### src/rtl/spi_reg_decoder.sv
// -----------------------------------------------------------------------------
// spi_reg_decoder
// Consumes bytes from a first-word-fall-through RX FIFO, parses them into
// register-access packets (header, count, payload) and exposes a bank of
// NUM_REGS byte-wide control registers. Read packets push register values
// into a TX FIFO, one byte per cycle, honouring tx_full backpressure.
//
// Header byte : bit7 = write(1)/read(0), bit6 = auto-increment,
//               bits[ADDR_WIDTH-1:0] = start address, other bits ignored.
// Count byte  : number of data bytes (0..255). Only writes carry payload.
//
// Optional build macro: SPI_DECODER_TIMEOUT_EN
//   Defined   -> an idle counter aborts a stalled packet after TIMEOUT_CYCLES
//                cycles without RX data in S_COUNT/S_WDATA and sets the
//                sticky pkt_error flag.
//   Undefined -> no counter; the block waits indefinitely and pkt_error is 0.
// -----------------------------------------------------------------------------
module spi_reg_decoder #(
    parameter int unsigned DATA_WIDTH     = 8,
    parameter int unsigned NUM_REGS       = 16,
    parameter int unsigned ADDR_WIDTH     = 4,
    parameter int unsigned TIMEOUT_CYCLES = 1000000
) (
    input  logic                           clk,
    input  logic                           reset,
    input  logic [DATA_WIDTH-1:0]          rx_data,
    input  logic                           rx_empty,
    output logic                           rx_pop,
    output logic [DATA_WIDTH-1:0]          tx_data,
    output logic                           tx_valid,
    input  logic                           tx_full,
    output logic [NUM_REGS*DATA_WIDTH-1:0] reg_out,
    output logic [NUM_REGS-1:0]            reg_wr_strobe,
    output logic                           busy,
    output logic                           pkt_done,
    output logic                           pkt_error
);

    // Elaboration-time guards on the parameter set.
    if (DATA_WIDTH != 8) begin : g_chk_data_width
        $error("spi_reg_decoder: DATA_WIDTH must be 8");
    end
    if ((ADDR_WIDTH < 1) || (ADDR_WIDTH > 6) || (NUM_REGS != (32'd1 << ADDR_WIDTH))) begin : g_chk_addr
        $error("spi_reg_decoder: NUM_REGS must equal 2**ADDR_WIDTH with 1 <= ADDR_WIDTH <= 6");
    end
    if (TIMEOUT_CYCLES == 0) begin : g_chk_timeout
        $error("spi_reg_decoder: TIMEOUT_CYCLES must be non-zero");
    end

    localparam int unsigned HDR_RW_BIT  = 7;
    localparam int unsigned HDR_INC_BIT = 6;

    typedef enum logic [1:0] {
        S_HEADER = 2'd0,
        S_COUNT  = 2'd1,
        S_WDATA  = 2'd2,
        S_RDATA  = 2'd3
    } state_t;

    state_t                  r_state;
    logic                    r_rw;
    logic                    r_inc;
    logic [ADDR_WIDTH-1:0]   r_addr;
    logic [7:0]              r_remaining;
    logic [DATA_WIDTH-1:0]   r_regs [NUM_REGS];
    logic [DATA_WIDTH-1:0]   r_tx_data;
    logic                    r_tx_valid;
    logic [NUM_REGS-1:0]     r_wr_strobe;
    logic                    r_pkt_done;

    logic                    w_accepting;
    logic                    w_pop;
    logic [ADDR_WIDTH-1:0]   w_next_addr;
    logic                    w_last_byte;
    logic                    w_timeout;

    // A byte is consumed only in states that expect RX data, and never while
    // reset is asserted, so the FIFO is not drained during reset.
    assign w_accepting = (r_state == S_HEADER) || (r_state == S_COUNT) || (r_state == S_WDATA);
    assign w_pop       = w_accepting && !rx_empty && reset;
    assign rx_pop      = w_pop;

    // Address width equals log2(NUM_REGS), so the natural overflow of the
    // increment implements the NUM_REGS-1 -> 0 wrap.
    assign w_next_addr = r_inc ? (r_addr + ADDR_WIDTH'(1)) : r_addr;
    assign w_last_byte = (r_remaining == 8'd1);

`ifdef SPI_DECODER_TIMEOUT_EN
    localparam int unsigned TO_W = (TIMEOUT_CYCLES > 1) ? $clog2(TIMEOUT_CYCLES) : 1;

    logic [TO_W-1:0] r_idle_cnt;
    logic            r_pkt_error;
    logic            w_idle_wait;

    // Only waits for RX data are timed; tx_full stalls in S_RDATA are not.
    assign w_idle_wait = ((r_state == S_COUNT) || (r_state == S_WDATA)) && rx_empty;
    assign w_timeout   = w_idle_wait && (r_idle_cnt == TO_W'(TIMEOUT_CYCLES - 1));

    // Idle counter: counts starved cycles mid-packet, clears on any other cycle.
    always_ff @(posedge clk) begin
        if (!reset) begin
            r_idle_cnt  <= '0;
            r_pkt_error <= 1'b0;
        end else if (w_timeout) begin
            r_idle_cnt  <= '0;
            r_pkt_error <= 1'b1;
        end else if (w_idle_wait) begin
            r_idle_cnt  <= r_idle_cnt + TO_W'(1);
        end else begin
            r_idle_cnt  <= '0;
        end
    end

    assign pkt_error = r_pkt_error;
`else
    assign w_timeout = 1'b0;
    assign pkt_error = 1'b0;
`endif

    // Packet parser, register bank and registered output pulses.
    always_ff @(posedge clk) begin
        if (!reset) begin
            r_state     <= S_HEADER;
            r_rw        <= 1'b0;
            r_inc       <= 1'b0;
            r_addr      <= '0;
            r_remaining <= '0;
            r_tx_data   <= '0;
            r_tx_valid  <= 1'b0;
            r_wr_strobe <= '0;
            r_pkt_done  <= 1'b0;
            // NOTE: the bank must read as all-zero after reset, so it is built
            // from flops cleared here rather than from a RAM, which cannot be
            // cleared in one cycle.
            for (int i = 0; i < int'(NUM_REGS); i++) begin
                r_regs[i] <= '0;
            end
        end else begin
            // NOTE: pulse outputs default low every cycle; the non-blocking
            // assignments below override them only in the cycle that fires,
            // and the last non-blocking write to a flop in a block wins.
            r_tx_valid  <= 1'b0;
            r_wr_strobe <= '0;
            r_pkt_done  <= 1'b0;

            case (r_state)
                S_HEADER: begin
                    if (w_pop) begin
                        r_rw    <= rx_data[HDR_RW_BIT];
                        r_inc   <= rx_data[HDR_INC_BIT];
                        r_addr  <= rx_data[ADDR_WIDTH-1:0];
                        r_state <= S_COUNT;
                    end
                end

                S_COUNT: begin
                    if (w_pop) begin
                        r_remaining <= rx_data;
                        if (rx_data == '0) begin
                            r_pkt_done <= 1'b1;
                            r_state    <= S_HEADER;
                        end else begin
                            r_state <= r_rw ? S_WDATA : S_RDATA;
                        end
                    end
                end

                S_WDATA: begin
                    if (w_pop) begin
                        r_regs[r_addr] <= rx_data;
                        r_wr_strobe    <= NUM_REGS'(1) << r_addr;
                        r_addr         <= w_next_addr;
                        r_remaining    <= r_remaining - 8'd1;
                        if (w_last_byte) begin
                            r_pkt_done <= 1'b1;
                            r_state    <= S_HEADER;
                        end
                    end
                end

                S_RDATA: begin
                    if (!tx_full) begin
                        r_tx_data   <= r_regs[r_addr];
                        r_tx_valid  <= 1'b1;
                        r_addr      <= w_next_addr;
                        r_remaining <= r_remaining - 8'd1;
                        if (w_last_byte) begin
                            r_pkt_done <= 1'b1;
                            r_state    <= S_HEADER;
                        end
                    end
                end

                default: r_state <= S_HEADER;
            endcase

            // A timeout only fires while starved, so no pop or pkt_done can
            // coincide with it; it simply returns the parser to the header.
            if (w_timeout) begin
                r_state <= S_HEADER;
            end
        end
    end

    // Flatten the bank: register i occupies bits [i*8+7:i*8].
    for (genvar g = 0; g < int'(NUM_REGS); g++) begin : g_flat
        assign reg_out[g*DATA_WIDTH +: DATA_WIDTH] = r_regs[g];
    end

    assign tx_data       = r_tx_data;
    assign tx_valid      = r_tx_valid;
    assign reg_wr_strobe = r_wr_strobe;
    assign pkt_done      = r_pkt_done;
    assign busy          = (r_state != S_HEADER);

endmodule

### config.mk
export PLATFORM = sky130hd
export DESIGN_NAME = spi_reg_decoder
export DESIGN_NICKNAME = d
export VERILOG_FILES = /design/src/rtl/spi_reg_decoder.sv
export SDC_FILE = /design/constraint.sdc
export NUM_CORES = 1
export LEC_CHECK = 0
export CORE_UTILIZATION = 55
export DETAILED_ROUTE_END_ITERATION = 6
export GPL_TIMING_DRIVEN = 0
export PLACE_DENSITY_LB_ADDON = 0.1
export SYNTH_ARGS = -nofsm -noshare
export SYNTH_HDL_FRONTEND = slang
export SYNTH_SLANG_ARGS = --single-unit
### constraint.sdc
create_clock -name clk -period 4.85 [get_ports clk]
set_input_delay 0.7275 -clock clk [delete_from_list [all_inputs] [get_ports clk]]
set_output_delay 0.7275 -clock clk [all_outputs]
set_load 0.02 [all_outputs]
# Word-level counts from Yosys, hierarchy flattened
# Memory sizes are Yosys's and may differ from the RTL's. A register that Yosys moved wholly into a read port is not among the register bits.
# Index checks and enable logic that the tools add are counted.
# Widths: inputs -> output; s select.
# op_classes
n_bitwise,1
n_eq_ne,8
shift,1
n_reduce_logical,19
n_mux,32
addsub,2
# op_table
op,count
$mux 8,4
$pmux 8 s3,1
$mux 4,5
$shl 1x4->16 const A,1
$mux 1,13
$mux 2,6
$pmux 4 s3,1
$reduce_and 4->1,3
$eq 8x1->1 const B,1
$logic_not 8->1,1
$ne 2x2->1 const B,4
$pmux 2 s4,1
$reduce_or 8->1,1
$sub 8x1->8 const B,1
$reduce_and 2->1,3
$reduce_bool 3->1,2
$add 4x1->4 const B,1
$eq 2x2->1 const B,2
$pmux 1 s3,1
$reduce_and 3->1,1
$eq 2x1->1 const B,1
$logic_and 1x1->1,2
$logic_not 1->1,2
$logic_not 2->1,1
other kinds (3),4
# totals
out_inout_bits,157
memories,1
mem_bits_rw,128
ff_bits,34
# mem_list
memory,words,width,rd,rd_clocked_by_memory_dff,wr,line,text
r_regs,16,8,17,1,16,65,logic [DATA_WIDTH-1:0] r_regs [NUM_REGS];

# Depth between registers and ports, before layout
# logic_depth
depth_word,11
ltp_mapped,8
depth_no_buf,6

# Worst setup path before layout
# OpenSTA, ideal clock, no wires.
# synth_path
path_type,reg-to-reg
start,register r_addr[0]
end,memory r_regs[10][0] (enable)
path_stages_with_launch,9
path_slack_ns,2.623
arrival_ns,1.893
path_buffers,4
setup_ns,0.334
required_ns,4.516
path_cell_list,dfxtp_1 buf_6 buf_12 buf_2 inv_1 ha_1 clkbuf_1 nor3b_2 nand2b_1
# synth_rtl
item,line,text
start: declaration,63,logic [ADDR_WIDTH-1:0] r_addr;
start signal: assignment,151,r_addr <= rx_data[ADDR_WIDTH-1:0];
start signal: assignment,172,r_addr <= w_next_addr;
start signal: assignment,185,r_addr <= w_next_addr;
end: declaration,65,

# Final worst setup path
# layout_path
start,input port reset
end,output port rx_pop
# layout_via
elab_chain_len,1
# layout_rtl
item,line,text
start: declaration,25,"input logic reset,"
$logic_and 1x1->1,80,assign w_pop = w_accepting && !rx_empty && reset;
end: declaration,28,"output logic rx_pop,"
# Every way passes these cells.

==> results_dict.tcl <==
set metrics [dict create \
    path_class "primary input to output port" \
    crit_chain "clkdlybuf4s50_1, nor3b_4, clkdlybuf4s50_1" \
    diodes 0 \
    grt_pass1_vias 5939 \
    critPathCaptureType "output port" \
    yosysTopAreaCellShare_pct 48.43 \
    fin_crit_sh_pct 71.30 \
    die_area_sq_um 14910 \
    dpl.hpwl_um 17010 \
    overflow 0 \
    synth_ff_type "edfxtp_1" \
    dieHeight_um 122.1 \
    syn_area_sq_um 7936 \
    synth_top_area_cell "edfxtp_1" \
    place_congestion 0.9802 \
    synth_top_family_by_area "simple AND/OR/NAND/NOR gates" \
    setup_tns_ns 0 \
    cp.arrival_ns 2.73 \
    max_slew_margin_pct 52.73 \
    seq_area_frac_synth_pct 59.03 \
    preCtsSetupSlack_ns 1.255 \
    clock_latency_ns 0.43 \
    switching_share_pct 30.76 \
    clock_path_buffers 2 \
    period_minus_slack_ns 3.458 \
    h-tree-depth 4 \
    grt_usage_pct 32.91 \
    maxCapViolCount 0 \
    fp.coreArea_sq_um 13990 \
    post_cts_buffers 0 \
    cp.required_ns 4.12 \
    cts.repair.resized 0 \
    ff_latch_area_sq_um 4684 \
    worst_path_max_delay_cell "clkdlybuf4s50_1" \
    drtPass1Iterations 6 \
    start_kind "primary input" \
    final_antenna_net_count 0 \
    grt_start_max_net_pins 17 \
    synth_edf_count 128 \
    multiInputGateArea_sq_um 2972 \
    routed_wl_um 23780 \
    synth-simple-area-share_pct 18.67 \
    max_stage_delay_ns 0.74 \
    worst_pin_slew_ns 0.7025 \
    syn-mean-instance-area_sq_um 12.95 \
    first_iter_violations 718 \
    syn_to_final_growth_pct 31.09 \
    outcome "complete, no violations" \
    rsz0062_at_grt "no" \
    synth_compound_area_share_pct 6.464 \
    syn-num-nets 638 \
    final_common_cell "clkdlybuf4s50_1" \
    nNetsFinal 821 \
    ys_ff_latch 170 \
    grt_first_pass_wirelength_um 34540 \
    combPwrFrac_pct 25.3 \
    drc 0 \
    initial_utilization_pct 56.74 \
    ir_drop_v 0.0002519 \
    path_max_fanout 10 \
    final_cell_mix "clkdlybuf4s50_1, edfxtp_1, and2_1, and3_1, dfxtp_1" \
    hold_viol_final 0 \
    port_buffers 164 \
    synth_cell_types 55 \
    cts_sinks 170 \
    seqPwrFrac_pct 41.2 \
    setup_viol 0 \
    power_leakage_nw 4.085 \
    syn_inst 613 \
    final_util_pct 74.37 \
    power.density_nw_per_um2 399.1 \
    io_pins 169 \
    async_flop_share_pct 0 \
    crit_family "buffers and inverters" \
    wl_per_cell_um 24.04 \
    cts_tree "built" \
    antenna_found_initial 0 \
    timing.critical_path.buf_inv 2 \
    slew_violations 0 \
    power.internal_mw 2.875 \
    fp.dieW_um 122.1 \
    min_path_type "flop to flop" \
    switchingPower_mw 1.277 \
    num_vias 6166 \
    cts-root-buf "clkbuf_16" \
    cts_made_buffers 17 \
    synth_xor_xnor_area_share_pct 0 \
    synthAdderAreaFrac_pct 2.050 \
    fill_cells 909 \
    muxShareOfSynthArea_pct 10.22 \
    postCtsHoldBufs 0 \
    cp_common_cell "clkdlybuf4s50_1" \
    synth_warnings 0 \
    clkPwrFrac_pct 33.5 \
    finClkSkew_ns 0.007326 \
    via_per_inst 6.235 \
    rows 43 \
    cts.clk_slew.worst_paths_ns 0.07 \
    synth_top_cells_by_area "edfxtp_1, dfxtp_1, and2_1, and3_1, mux4_2" \
    fmax_mhz 289.2 \
    drive_above_1_share_pct 9.518 \
    fin_ws_ns 1.392 \
]
## final cells by class
type / instances / area share [%]
Sequential cell: 170 / 45.03
Multi-Input combinational cell: 381 / 28.56
Timing Repair Buffer: 164 / 15.78
Clock buffer: 18 / 4.125
Buffer: 53 / 2.369
Tap cell: 180 / 2.165
Clock inverter: 14 / 1.648
Inverter: 9 / 0.3247
## Yosys cell counts (2+ instances only)
cell	number
a221o_1	2
nand3b_1	2
nor3b_1	2
o21ai_0	19
nor4_1	3
o21a_1	4
buf_4	3
edfxtp_1	128
nor2b_1	3
a21oi_1	20
buf_1	2
mux2_2	7
nand2b_1	18
clkbuf_2	2
mux4_1	9
o21bai_1	2
mux4_2	14
a21boi_0	2
and3_1	74
nand2_1	31
a21o_1	3
and2_1	76
inv_1	8
buf_2	8
nor3b_2	4
clkbuf_1	36
o211ai_1	3
nor2_1	12
nor3b_4	2
mux2i_1	18
dfxtp_1	42
nor3_1	3
a22oi_1	7
a221oi_1	8
nor4b_1	2
nand3_1	3
ha_1	13
## flip-flops by register name (all words and copies together) (netlist names), 2 cells and up
register / flops
tx_data: 8
r_addr: 4
r_remaining: 8
reg_wr_strobe: 16
r_regs: 128
r_state: 2
## stage by stage
step | total power [mW] | hold WS, ns | instance area [sq um] | instances
floorplan | 2.411 | 0.4312 | 7936 | 613
global placement | 2.724 | 0.4446 | 9803 | 957
detailed placement | 2.764 | 0.4623 | 9803 | 957
CTS | 4.130 | 0.4719 | 10400 | 989
global route | 4.276 | 0.5033 | 10400 | 989
finish | 4.152 | 0.4701 | 10400 | 989
## worst register-to-register path, delay by kind of cell (launching register included)
| kind | cells | cell delay [ns] |
|---|---|---|
| adders and majority gates | 1 | 0.18 |
| DFF | 1 | 0.34 |
| buffers and inverters | 5 | 1.08 |
| and+or+nand+nor | 2 | 1.19 |
## final timing paths
| check | from | slack (ns) | cells past startpoint | endpoint |
|---|---|---|---|---|
| setup / recovery | reset | 1.39 | 3 | rx_pop |
| hold / removal | r_rw$_SDFFE_PN0P_ | 0.47 | 2 | r_rw$_SDFFE_PN0P_ |
| setup reg to reg | r_addr[0]$_SDFFE_PN0P_ | 1.70 | 8 | r_regs[8][5]$_SDFFCE_PN0P_ |
| hold reg to reg | r_rw$_SDFFE_PN0P_ | 0.47 | 2 | r_rw$_SDFFE_PN0P_ |
## power by group through the flow
| stage | logic, mW | registers [mW] | clock network [mW] |
|---|---|---|---|
| after floorplan | 0.640 | 1.77 | 0 |
| after global placement | 0.992 | 1.73 | 0 |
| after detailed placement | 1.03 | 1.74 | 0 |
| after CTS | 1.04 | 1.71 | 1.39 |
| after global routing | 1.12 | 1.72 | 1.44 |
| final | 1.05 | 1.71 | 1.39 |
## kinds of logic after synthesis
kind of cell	Yosys count
adders and majority gates	13
buffers and inverters	62
other	1
AOI/OAI and AO/OA	76
DFF	170
and+or+nand+nor	243
muxes	48
## layer usage
metal	wire length (um)	global-route usage (%)
met5	0	0
met4	750	13.19
met3	2712	8.052
met2	11620	54.17
met1	8687	41.83
Note: power is estimated with default switching activity, not from simulation.
